===== src/rtl/qspi_cmd_gen.sv =====
// qspi_cmd_gen: control-level command generator feeding the QSPI transfer level.
//
// Takes one flash operation (read, quad read, page program, sector erase) with a
// word address and word count. It splits the operation into transfer-level requests
// bounded by MAX_BURST and, for page program, by PAGE_WORDS page boundaries. Requests
// are issued one at a time, and each one is retired when the transfer level echoes its
// instruction label.
//
// Ports:
//   clock, reset               system clock, synchronous active-high reset
//   io_cmd_*                   command handshake (valid/ready, op, addr, len), done/err pulses
//   io_busy                    high whenever the generator is not idle
//   io_tran_inst_label         label echoed by the transfer level when a request completes
//   io_buf_req_*               request bundle to the transfer level (valid/ready handshake)
//
// Optional feature: define QSPI_CMD_TIMEOUT_EN to abort a request whose label echo never
// arrives. The abort happens after 16'hFFFF cycles spent waiting and raises an err pulse.

module qspi_cmd_gen #(
  parameter int unsigned MAX_BURST    = 16,
  parameter int unsigned PAGE_WORDS   = 64,
  parameter int unsigned DUMMY_CYCLES = 8
) (
  input  logic        clock,
  input  logic        reset,
  input  logic        io_cmd_valid,
  output logic        io_cmd_ready,
  input  logic [1:0]  io_cmd_op,
  input  logic [21:0] io_cmd_addr,
  input  logic [8:0]  io_cmd_len,
  output logic        io_cmd_done,
  output logic        io_cmd_err,
  output logic        io_busy,
  input  logic        io_tran_inst_label,
  output logic        io_buf_req_valid,
  input  logic        io_buf_req_ready,
  output logic [7:0]  io_buf_req_inst,
  output logic        io_buf_req_inst_label,
  output logic        io_buf_req_wr_en,
  output logic        io_buf_req_rd_en,
  output logic        io_buf_req_erase_en,
  output logic        io_buf_req_addr_en,
  output logic        io_buf_req_dummy_en,
  output logic [23:0] io_buf_req_addr,
  output logic [7:0]  io_buf_req_data_size,
  output logic [7:0]  io_buf_req_data_burstlen,
  output logic [7:0]  io_buf_req_dummy_size,
  output logic [7:0]  io_buf_req_dummy_burstlen,
  output logic        io_buf_req_addr_mode_en,
  output logic        io_buf_req_addr_spi_mode,
  output logic        io_buf_req_addr_dpi_mode,
  output logic        io_buf_req_data_mode_en,
  output logic        io_buf_req_data_spi_mode,
  output logic        io_buf_req_data_dpi_mode
);

  localparam logic [1:0] OpRead  = 2'b00;
  localparam logic [1:0] OpQuad  = 2'b01;
  localparam logic [1:0] OpProg  = 2'b10;
  localparam logic [1:0] OpErase = 2'b11;

  localparam logic [8:0] MaxBurstW  = 9'(MAX_BURST);
  localparam logic [8:0] PageWordsW = 9'(PAGE_WORDS);
  localparam logic [8:0] PageMaskW  = 9'(PAGE_WORDS - 1);

  typedef enum logic [2:0] {
    StIdle,
    StCalc,
    StIssue,
    StWait,
    StDone
  } state_e;

  // Per-request fields. They are loaded in CALC and held until the next CALC, so they
  // stay frozen while valid is waiting for ready.
  typedef struct packed {
    logic [7:0] inst;
    logic       wr_en;
    logic       rd_en;
    logic       erase_en;
    logic       addr_en;
    logic       dummy_en;
    logic       addr_mode_en;
    logic       data_mode_en;
    logic [7:0] data_size;
    logic [7:0] dummy_size;
    logic [7:0] dummy_burstlen;
  } req_t;

  state_e      state_q, state_d;
  req_t        req_q, req_d;
  logic [1:0]  op_q, op_d;
  logic [21:0] waddr_q, waddr_d;
  logic [8:0]  rem_q, rem_d;
  logic [8:0]  chunk_q, chunk_d;
  logic        label_q, label_d;
  logic        err_q, err_d;

  logic [8:0]  burst_lim;
  logic [8:0]  page_room;
  logic [8:0]  chunk_calc;
  logic        label_match;

`ifdef QSPI_CMD_TIMEOUT_EN
  logic [15:0] tmo_q, tmo_d;
  logic        tmo_err;
`endif

  assign label_match = (io_tran_inst_label == label_q);

  // Chunk size for the next request.
  always_comb begin
    burst_lim  = (rem_q > MaxBurstW) ? MaxBurstW : rem_q;
    // Words left before the next page boundary; PAGE_WORDS is a power of two.
    page_room  = PageWordsW - ({1'b0, waddr_q[7:0]} & PageMaskW);
    chunk_calc = burst_lim;
    if (op_q == OpProg && page_room < burst_lim) begin
      chunk_calc = page_room;
    end
    if (op_q == OpErase) begin
      chunk_calc = '0;
    end
  end

  always_comb begin
    state_d = state_q;
    req_d   = req_q;
    op_d    = op_q;
    waddr_d = waddr_q;
    rem_d   = rem_q;
    chunk_d = chunk_q;
    label_d = label_q;
    err_d   = 1'b0;
`ifdef QSPI_CMD_TIMEOUT_EN
    tmo_d   = tmo_q;
    tmo_err = 1'b0;
`endif

    unique case (state_q)
      StIdle: begin
        if (io_cmd_valid) begin
          if (io_cmd_op != OpErase && io_cmd_len == 9'd0) begin
            err_d = 1'b1;
          end else begin
            op_d    = io_cmd_op;
            waddr_d = io_cmd_addr;
            rem_d   = io_cmd_len;
            state_d = StCalc;
          end
        end
      end

      StCalc: begin
        chunk_d              = chunk_calc;
        label_d              = ~label_q;
        req_d                = '0;
        req_d.addr_en        = 1'b1;
        req_d.data_size      = 8'd32;
        req_d.dummy_size     = 8'(DUMMY_CYCLES);
        req_d.dummy_burstlen = 8'd1;
        unique case (op_q)
          OpRead: begin
            req_d.inst  = 8'h03;
            req_d.rd_en = 1'b1;
          end
          OpQuad: begin
            // Address stays single, data goes quad (mode_en=1, spi=dpi=0).
            req_d.inst         = 8'h6B;
            req_d.rd_en        = 1'b1;
            req_d.dummy_en     = 1'b1;
            req_d.data_mode_en = 1'b1;
          end
          OpProg: begin
            req_d.inst  = 8'h02;
            req_d.wr_en = 1'b1;
          end
          OpErase: begin
            req_d.inst     = 8'h20;
            req_d.erase_en = 1'b1;
          end
          default: ;
        endcase
        state_d = StIssue;
      end

      StIssue: begin
`ifdef QSPI_CMD_TIMEOUT_EN
        tmo_d = '0;
`endif
        if (io_buf_req_ready) begin
          state_d = StWait;
        end
      end

      StWait: begin
        if (label_match) begin
          rem_d   = rem_q - chunk_q;
          waddr_d = waddr_q + {13'd0, chunk_q};
          if (op_q == OpErase || rem_q == chunk_q) begin
            state_d = StDone;
          end else begin
            state_d = StCalc;
          end
`ifdef QSPI_CMD_TIMEOUT_EN
        end else if (tmo_q == 16'hFFFF) begin
          tmo_err = 1'b1;
          state_d = StIdle;
        end else begin
          tmo_d = tmo_q + 16'd1;
`endif
        end
      end

      StDone: begin
        state_d = StIdle;
      end

      default: begin
        state_d = StIdle;
      end
    endcase
  end

  always_ff @(posedge clock) begin
    if (reset) begin
      state_q <= StIdle;
      req_q   <= '0;
      op_q    <= '0;
      waddr_q <= '0;
      rem_q   <= '0;
      chunk_q <= '0;
      label_q <= 1'b0;
      err_q   <= 1'b0;
`ifdef QSPI_CMD_TIMEOUT_EN
      tmo_q   <= '0;
`endif
    end else begin
      state_q <= state_d;
      req_q   <= req_d;
      op_q    <= op_d;
      waddr_q <= waddr_d;
      rem_q   <= rem_d;
      chunk_q <= chunk_d;
      label_q <= label_d;
      err_q   <= err_d;
`ifdef QSPI_CMD_TIMEOUT_EN
      tmo_q   <= tmo_d;
`endif
    end
  end

  assign io_cmd_ready = (state_q == StIdle);
  assign io_busy      = (state_q != StIdle);
  assign io_cmd_done  = (state_q == StDone);
`ifdef QSPI_CMD_TIMEOUT_EN
  assign io_cmd_err   = err_q | tmo_err;
`else
  assign io_cmd_err   = err_q;
`endif

  assign io_buf_req_valid          = (state_q == StIssue);
  assign io_buf_req_inst           = req_q.inst;
  assign io_buf_req_inst_label     = label_q;
  assign io_buf_req_wr_en          = req_q.wr_en;
  assign io_buf_req_rd_en          = req_q.rd_en;
  assign io_buf_req_erase_en       = req_q.erase_en;
  assign io_buf_req_addr_en        = req_q.addr_en;
  assign io_buf_req_dummy_en       = req_q.dummy_en;
  assign io_buf_req_addr           = {waddr_q, 2'b00};
  assign io_buf_req_data_size      = req_q.data_size;
  assign io_buf_req_data_burstlen  = chunk_q[7:0];
  assign io_buf_req_dummy_size     = req_q.dummy_size;
  assign io_buf_req_dummy_burstlen = req_q.dummy_burstlen;
  assign io_buf_req_addr_mode_en   = req_q.addr_mode_en;
  assign io_buf_req_data_mode_en   = req_q.data_mode_en;
  // Single and quad are the only modes used, so the spi/dpi selects stay low.
  assign io_buf_req_addr_spi_mode  = 1'b0;
  assign io_buf_req_addr_dpi_mode  = 1'b0;
  assign io_buf_req_data_spi_mode  = 1'b0;
  assign io_buf_req_data_dpi_mode  = 1'b0;

endmodule


===== config.mk =====
export PLATFORM = sky130hd
export DESIGN_NAME = qspi_cmd_gen
export DESIGN_NICKNAME = d
export VERILOG_FILES = /design/src/rtl/qspi_cmd_gen.sv
export SDC_FILE = /design/constraint.sdc
export NUM_CORES = 1
export LEC_CHECK = 0
export BUFFER_PORTS_ARGS = -buffer_cell sky130_fd_sc_hd__buf_2
export CAP_MARGIN = 20
export CELL_PAD_IN_SITES_DETAIL_PLACEMENT = 1
export CELL_PAD_IN_SITES_GLOBAL_PLACEMENT = 2
export CORE_ASPECT_RATIO = 1.75
export CORE_MARGIN = 5
export CORE_UTILIZATION = 30
export CTS_CLUSTER_DIAMETER = 40
export DETAILED_ROUTE_END_ITERATION = 10
export PLACE_DENSITY_LB_ADDON = 0.1
export SKIP_CTS_REPAIR_TIMING = 1
export SLEW_MARGIN = 10
export SYNTH_ARGS = -nofsm -noshare
export SYNTH_HDL_FRONTEND = slang
export SYNTH_SLANG_ARGS = --single-unit

===== constraint.sdc =====
create_clock -name clock -period 3 [get_ports clock]
set_input_delay 0.45 -clock clock [delete_from_list [all_inputs] [get_ports clock]]
set_output_delay 0.45 -clock clock [all_outputs]
set_load 0.05 [all_outputs]

==> reports/qor.yml, run 1 <==
status:
  status: "finished clean"
floorplan:
  die-area_um2: 16100
  core_um2: 13400
  pin_count: 119
  die_w_um: 98.1
  die-height_um: 164
  initial_utilization_pct: 30.5
  rows: 56
worst_setup_path:
  cp_common_cell: "o21ai_0"
  timing.rr.end: "chunk_q[4]"
  r2r_setup_slack_ps: 220
  slowest_delay_ps: 600
  cp-end-kind: "flop"
  required_ps: 3190
  cp-startpoint: "rem_q[5]"
  crit_chain: "or4_1 -> a21oi_2 -> nand2_1 -> ha_1 -> a211oi_1 -> o21ai_0 -> o211ai_1 -> and3_1 -> o21ai_0 -> a22o_1"
  critPathArrivalTime_ps: 2970
  critical_path.reg2reg.startpoint: "rem_q[5]"
  path_class: "reg2reg"
  crit_slowest_cell: "or4_1"
  reg2reg_depth: 10
  worst-path-max-fanout: 7
  setup.worst_path.start_class: "flop"
yosys:
  ys_ff_latch: 54
  ys_seq_area_share_pct: 26.5
  async_reset_ff_share_pct: 0
  synthCells: 511
  synthFlopType: "dfxtp_1"
  ys_warn_count: 0
  syn_area_um2: 4080
  synth.distinct_cells: 67
  synth.avg_cell_area_um2: 7.98
  synth_edf_count: 0
timing:
  rsz0062_at_grt: "false"
  maxSlewHeadroom_pct: 59.7
  finalHoldViolCount: 0
  final_max_slew_viol_count: 0
  setup_slack_ps: 224
  tns_ps: 0
  timing.final.crit_share_pct: 92.5
  setup_viol: 0
  period_needed_ps: 2780
  clock_skew_ps: 12.4
  fmax_mhz: 360
  tightest_slew_ps: 604
routing:
  drc_errors: 0
  wl_um: 14600
  via_per_inst: 5.22
  drt-pass1-iter-count: 4
  wire_per_inst_um: 19.2
  drt_iter0_drc: 122
  ant_nets: 0
  vias: 3957
min_path:
  worstHoldPathType: "in2reg"
  hold_end: "waddr_q[17]"
  whs_path_depth: 2
  hold_start: "io_cmd_addr[17]"
layout:
  area_growth_pct: 14.6
  ff_latch_area_um2: 1080
  final_core_utilization_pct: 34.9
  fill_cells: 1691
  final_area_um2: 4680
  nets: 647
  drive_gt1_share_pct: 22.6
  finalNonFillerCells: 758
  diodes: 0
  multi_input_area_um2: 2550
pwr:
  sequentialPowerShare_pct: 31.9
  p_switching_mw: 1.26
  switching_share_pct: 44.5
  leakage_nw: 2.08
  power_frac_comb_pct: 43.8
  p_int_mw: 1.57
  vdd_ir_drop_max_v: 0.000251
  p_per_area_nw_per_um2: 604
  power_frac_clock_pct: 24.4
grt:
  first_global_vias: 4215
  grt_pass1_wl_um: 23100
  grt_use_total_pct: 18.2
  overflow: 0
  antenna_found_initial: 0
  grt_start_max_net_pins: 47
placed_design:
  dpl-instance-area_um2: 4510
  gp_congestion: 0.870
  dpl.hpwl_um: 11500
  place_ws_ps: 167
  dp.cells: 750
  io_buffers: 87
clocking:
  root_buffer: "clkbuf_16"
  cts_buffers: 5
  clk_path_buf_depth: 2
  clkSinkCount: 54
  clkTransAtPathRegs_ps: 80
  h-tree-depth: 2
  cts_tree: "done"
  insertion_delay_ps: 300
run:
  maxCapViolations: 0
metal layers:
| metal | wire, µm | vias to the layer above | track usage [%] |
|---|---|---|---|
| met4 | 324 | 0 | 5.28 |
| li1 | - | 1926 | - |
| met5 | 0 | - | 0 |
| met1 | 5490 | 1926 | 19.3 |
| met2 | 8260 | 86 | 36.5 |
| met3 | 498 | 19 | 2.38 |
area by class of cell:
cell class / instances / share of cell area (%)
clock buffer: 5 / 2.68
clock inverter: 3 / 0.856
inverter: 22 / 1.77
multi-input combinational: 396 / 54.6
sequential: 54 / 23.1
tap: 174 / 4.66
timing repair buffer: 104 / 12.3
critical path, delay by kind of cell, from the launching register on:
| family | cells | cell delay [ps] |
|---|---|---|
| flip-flops | 1 | 330 |
| adder cells (fa/ha/maj) | 1 | 300 |
| AND/OR/NAND/NOR | 3 | 1020 |
| AO/OA/AOI/OAI | 6 | 1000 |
stage by stage:
stage / hold WS, ps / power, mW
2_1_floorplan: 462 / 1.87
3_3_place_gp: 442 / 2.14
3_5_place_dp: 451 / 2.16
4_1_cts: 380 / 2.87
5_1_grt: 392 / 3.01
6_report: 394 / 2.82
cell usage after synthesis, drive strengths merged (6+ instances only):
| cell | number | area [µm²] |
|---|---|---|
| ha | 24 | 300 |
| a31oi | 7 | 43.8 |
| clkbuf | 10 | 37.5 |
| nor3 | 14 | 70.1 |
| nand2 | 50 | 203 |
| nor2 | 47 | 198 |
| dfxtp | 54 | 1080 |
| nand3 | 30 | 150 |
| inv | 22 | 82.6 |
| a311oi | 9 | 78.8 |
| o21ai | 21 | 105 |
| xor2 | 7 | 61.3 |
| and3 | 7 | 43.8 |
| a211oi | 12 | 110 |
| a21oi | 28 | 144 |
| or3 | 7 | 50.1 |
| xnor2 | 9 | 78.8 |
| buf | 60 | 444 |
| nand4 | 6 | 37.5 |
worst max-delay path by stage:
stage	endpoint	cells after the start	slack, ps
after CTS	chunk_q[4]	10	140
final	chunk_q[4]	10	220
after floorplan	waddr_q[12]	9	280
after detailed placement	chunk_q[4]	10	170
after global routing	chunk_q[4]	10	20
after global placement	chunk_q[4]	10	220
placed cells by master, fill, tap and decap left out, types with 5 or more instances in the layout:
cell and instances:
buf_4 16, clkbuf_16 5, buf_2 87, dfxtp_1 54
ha_1 24, xnor2_1 9, or3_1 5, a211oi_1 8
a31oi_1 7, a21oi_1 26, nor3_1 14, nand3_1 30
nand2_1 48, o21ai_0 21, nand4_1 6, nor2_1 44
nor4_1 5, a311oi_1 9, conb_1 33, inv_1 22
xor2_1 7, and3_1 7, mux2i_1 5
cell families (layout without fill, tap and decap cells):
family	count (synthesis)	in the layout	synth area share [%]
DFF	54	54	26.5
muxes	5	5	1.23
xor gates and xnor gates	16	16	3.44
adders and majority gates	26	26	8.34
and+or+nand+nor	197	197	25.4
AOI/OAI and AO/OA	119	119	21.1
other	2	33	0.184
buffers and inverters	92	134	13.8
power groups by stage:
stage / Combinational [mW] / Sequential (mW) / Clock [mW]
6_report: 1.24 / 0.900 / 0.688
4_1_cts: 1.25 / 0.902 / 0.721
3_3_place_gp: 1.22 / 0.915 / 0
3_5_place_dp: 1.24 / 0.918 / 0
2_1_floorplan: 0.824 / 1.05 / 0
5_1_grt: 1.35 / 0.918 / 0.739
registers in the layout, indices dropped and copies added (netlist names):
signal                   flops
rem_q                        9
io_buf_req_data_size         1
io_buf_req_data_mode_en      1
io_buf_req_inst              2
io_buf_req_wr_en             1
io_buf_req_rd_en             1
io_cmd_err                   1
state_q                      3
io_buf_req_erase_en          1
op_q                         2
chunk_q                      9
waddr_q                     22
io_buf_req_inst_label        1
Note: power is estimated with default switching activity, not from simulation.
==> run 2: changes to the inputs <==
CORE_MARGIN = default   (was 5)
==> reports/qor.yml, run 2 (same netlist as run 1, synthesis figures left out) <==
routing:
  drc_errors: 0  # unchanged
  wire_per_inst_um: 18.6  # was 19.2 µm
  via_per_inst: 5.21  # was 5.22
  vias: 3909  # was 3957
  ant_nets: 0  # unchanged
  drt-pass1-iter-count: 4  # unchanged
  wl_um: 14000  # was 14600 µm
  drt_iter0_drc: 69  # was 122
worst_setup_path:
  slowest_delay_ps: 590  # was 600 ps
  cp_common_cell: "o21ai_0"  # unchanged
  path_class: "reg2reg"  # unchanged
  crit_chain: "or4_1 -> a21oi_2 -> nand2_1 -> ha_1 -> a211oi_1 -> o21ai_0 -> o211ai_1 -> and3_2 -> o21ai_0 -> a22o_1"  # was or4_1 -> a21oi_2 -> nand2_1 -> ha_1 -> a211oi_1 -> o21ai_0 -> o211ai_1 -> and3_1 -> o21ai_0 -> a22o_1
  worst-path-max-fanout: 7  # unchanged
  setup.worst_path.start_class: "flop"  # unchanged
  required_ps: 3190  # about the same
  critPathArrivalTime_ps: 2880  # was 2970 ps
  cp-end-kind: "flop"  # unchanged
  crit_slowest_cell: "or4_1"  # unchanged
placed_design:
  place_ws_ps: 162  # was 167 ps
  dp.cells: 745  # was 750
  dpl.hpwl_um: 11000  # was 11500 µm
  io_buffers: 87  # unchanged
  dpl-instance-area_um2: 4460  # was 4510 µm²
  gp_congestion: 0.862  # was 0.870
layout:
  largest_registers: "waddr_q x22, chunk_q x9, rem_q x9"  # unchanged
  final_common_cell: "buf_2"  # unchanged
  largest_register_ffs: 22  # unchanged
  largest_register: "waddr_q"  # unchanged
  diodes: 0  # unchanged
  finalNonFillerCells: 751  # was 758
  final_area_um2: 4600  # was 4680 µm²
  area_growth_pct: 12.8  # was 14.6%
  drive_gt1_share_pct: 21.8  # was 22.6%
  nets: 642  # was 647
  layout_common_cells: "buf_2, dfxtp_1, nand2_1"  # unchanged
timing:
  final_max_slew_viol_count: 0  # unchanged
  setup_viol: 0  # unchanged
  timing.final.crit_share_pct: 89.7  # was 92.5%
  rsz0062_at_grt: "false"  # unchanged
  setup_slack_ps: 308  # was 224 ps
  finalHoldViolCount: 0  # unchanged
  tightest_slew_ps: 606  # was 604 ps
  fmax_mhz: 372  # was 360 MHz
  clock_skew_ps: 6.86  # was 12.4 ps
  maxSlewHeadroom_pct: 59.5  # was 59.7%
  period_needed_ps: 2690  # was 2780 ps
  tns_ps: 0  # unchanged
floorplan:
  die_w_um: 90.1  # was 98.1 µm
  initial_utilization_pct: 30.6  # was 30.5%
  die-height_um: 156  # was 164 µm
  pin_count: 119  # unchanged
  core_um2: 13300  # was 13400 µm²
  die-area_um2: 14100  # was 16100 µm²
  rows: 56  # unchanged
pwr:
  leakage_nw: 2.04  # was 2.08 nW
  switching_share_pct: 45.1  # was 44.5%
  p_per_area_nw_per_um2: 590  # was 604 nW/µm²
  p_int_mw: 1.49  # was 1.57 mW
  power_frac_comb_pct: 44.7  # was 43.8%
  sequentialPowerShare_pct: 33.3  # was 31.9%
  power_frac_clock_pct: 22.1  # was 24.4%
  vdd_ir_drop_max_v: 0.000246  # was 0.000251 V
  p_switching_mw: 1.23  # was 1.26 mW
grt:
  first_global_vias: 3990  # was 4215
  antenna_found_initial: 0  # unchanged
  grt_pass1_wl_um: 21900  # was 23100 µm
  grt_start_max_net_pins: 47  # unchanged
  overflow: 0  # unchanged
  grt_use_total_pct: 20.0  # was 18.2%
clocking:
  insertion_delay_ps: 300  # about the same
  root_buffer: "clkbuf_16"  # unchanged
  clkTransAtPathRegs_ps: 70  # was 80 ps
  h-tree-depth: 2  # unchanged
  clkSinkCount: 54  # unchanged
  cts_tree: "done"  # unchanged
  clk_path_buf_depth: 2  # unchanged
  cts_buffers: 5  # unchanged
min_path:
  worstHoldPathType: "in2reg"  # unchanged
run:
  maxCapViolations: 0  # unchanged
status:
  status: "finished clean"  # unchanged
run 2: cell count changes in the layout (fill, tap and decap cells not counted):
| cell | before | now |
|---|---|---|
| clkinv_2 | 2 | 0 |
| bufinv_16 | 1 | 0 |
| buf_12 | 1 | 0 |
| and3_2 | 0 | 1 |
| and3_1 | 7 | 6 |
| clkbuf_8 | 0 | 1 |
| buf_4 | 16 | 12 |
run 2: layout make-up:
cell class	count	area, µm²
clock buffers	6	139
fillers	1674	8710
inverters	22	82.6
multi-input cells	396	2550
flip-flops and latches	54	1080
well taps	174	218
repair buffers	99	526
run 2: layer usage:
layer  global-route usage (%)  part of all wire (%)  vias to the layer above
li1                         -                     -                     1912
met1                     20.8                    38                     1885
met2                     40.0                    56                       89
met3                     2.33                   2.7                       23
met4                     7.91                   3.2                        0
met5                        0                     0                        -
run 2: power by group through the flow:
stage          Clock, mW  Sequential, mW  Combinational (mW)
5_1_grt            0.650           0.919                1.32
3_3_place_gp           0           0.919                1.20
2_1_floorplan          0            1.05               0.824
3_5_place_dp           0           0.921                1.22
4_1_cts            0.623           0.905                1.22
6_report           0.599           0.903                1.21
run 2: critical path, delay by kind of cell (launching register included):
family,cells,cell delay (ps)
and+or+nand+nor,3,1000
AOI/OAI and AO/OA,6,990
DFF,1,330
adders and majority gates,1,290
run 2: path summary, 6_finish.rpt:
path / from / to / slack, ps / cells after the start
worst max-delay path: rem_q[5] / chunk_q[4] / 310 / 10
worst min-delay path: io_cmd_addr[17] / waddr_q[17] / 390 / 2
worst max register to register: rem_q[5] / chunk_q[4] / 310 / 10
worst min register to register: io_buf_req_inst[5] / io_buf_req_inst[5] / 450 / 2
run 2: per-stage QoR:
step	util, %	hold WS (ps)	power (mW)
after floorplan	-	462	1.87
after global placement	33.5	442	2.12
after detailed placement	33.5	444	2.14
after CTS	34.5	386	2.75
after global routing	34.6	400	2.89
final	34.6	391	2.72
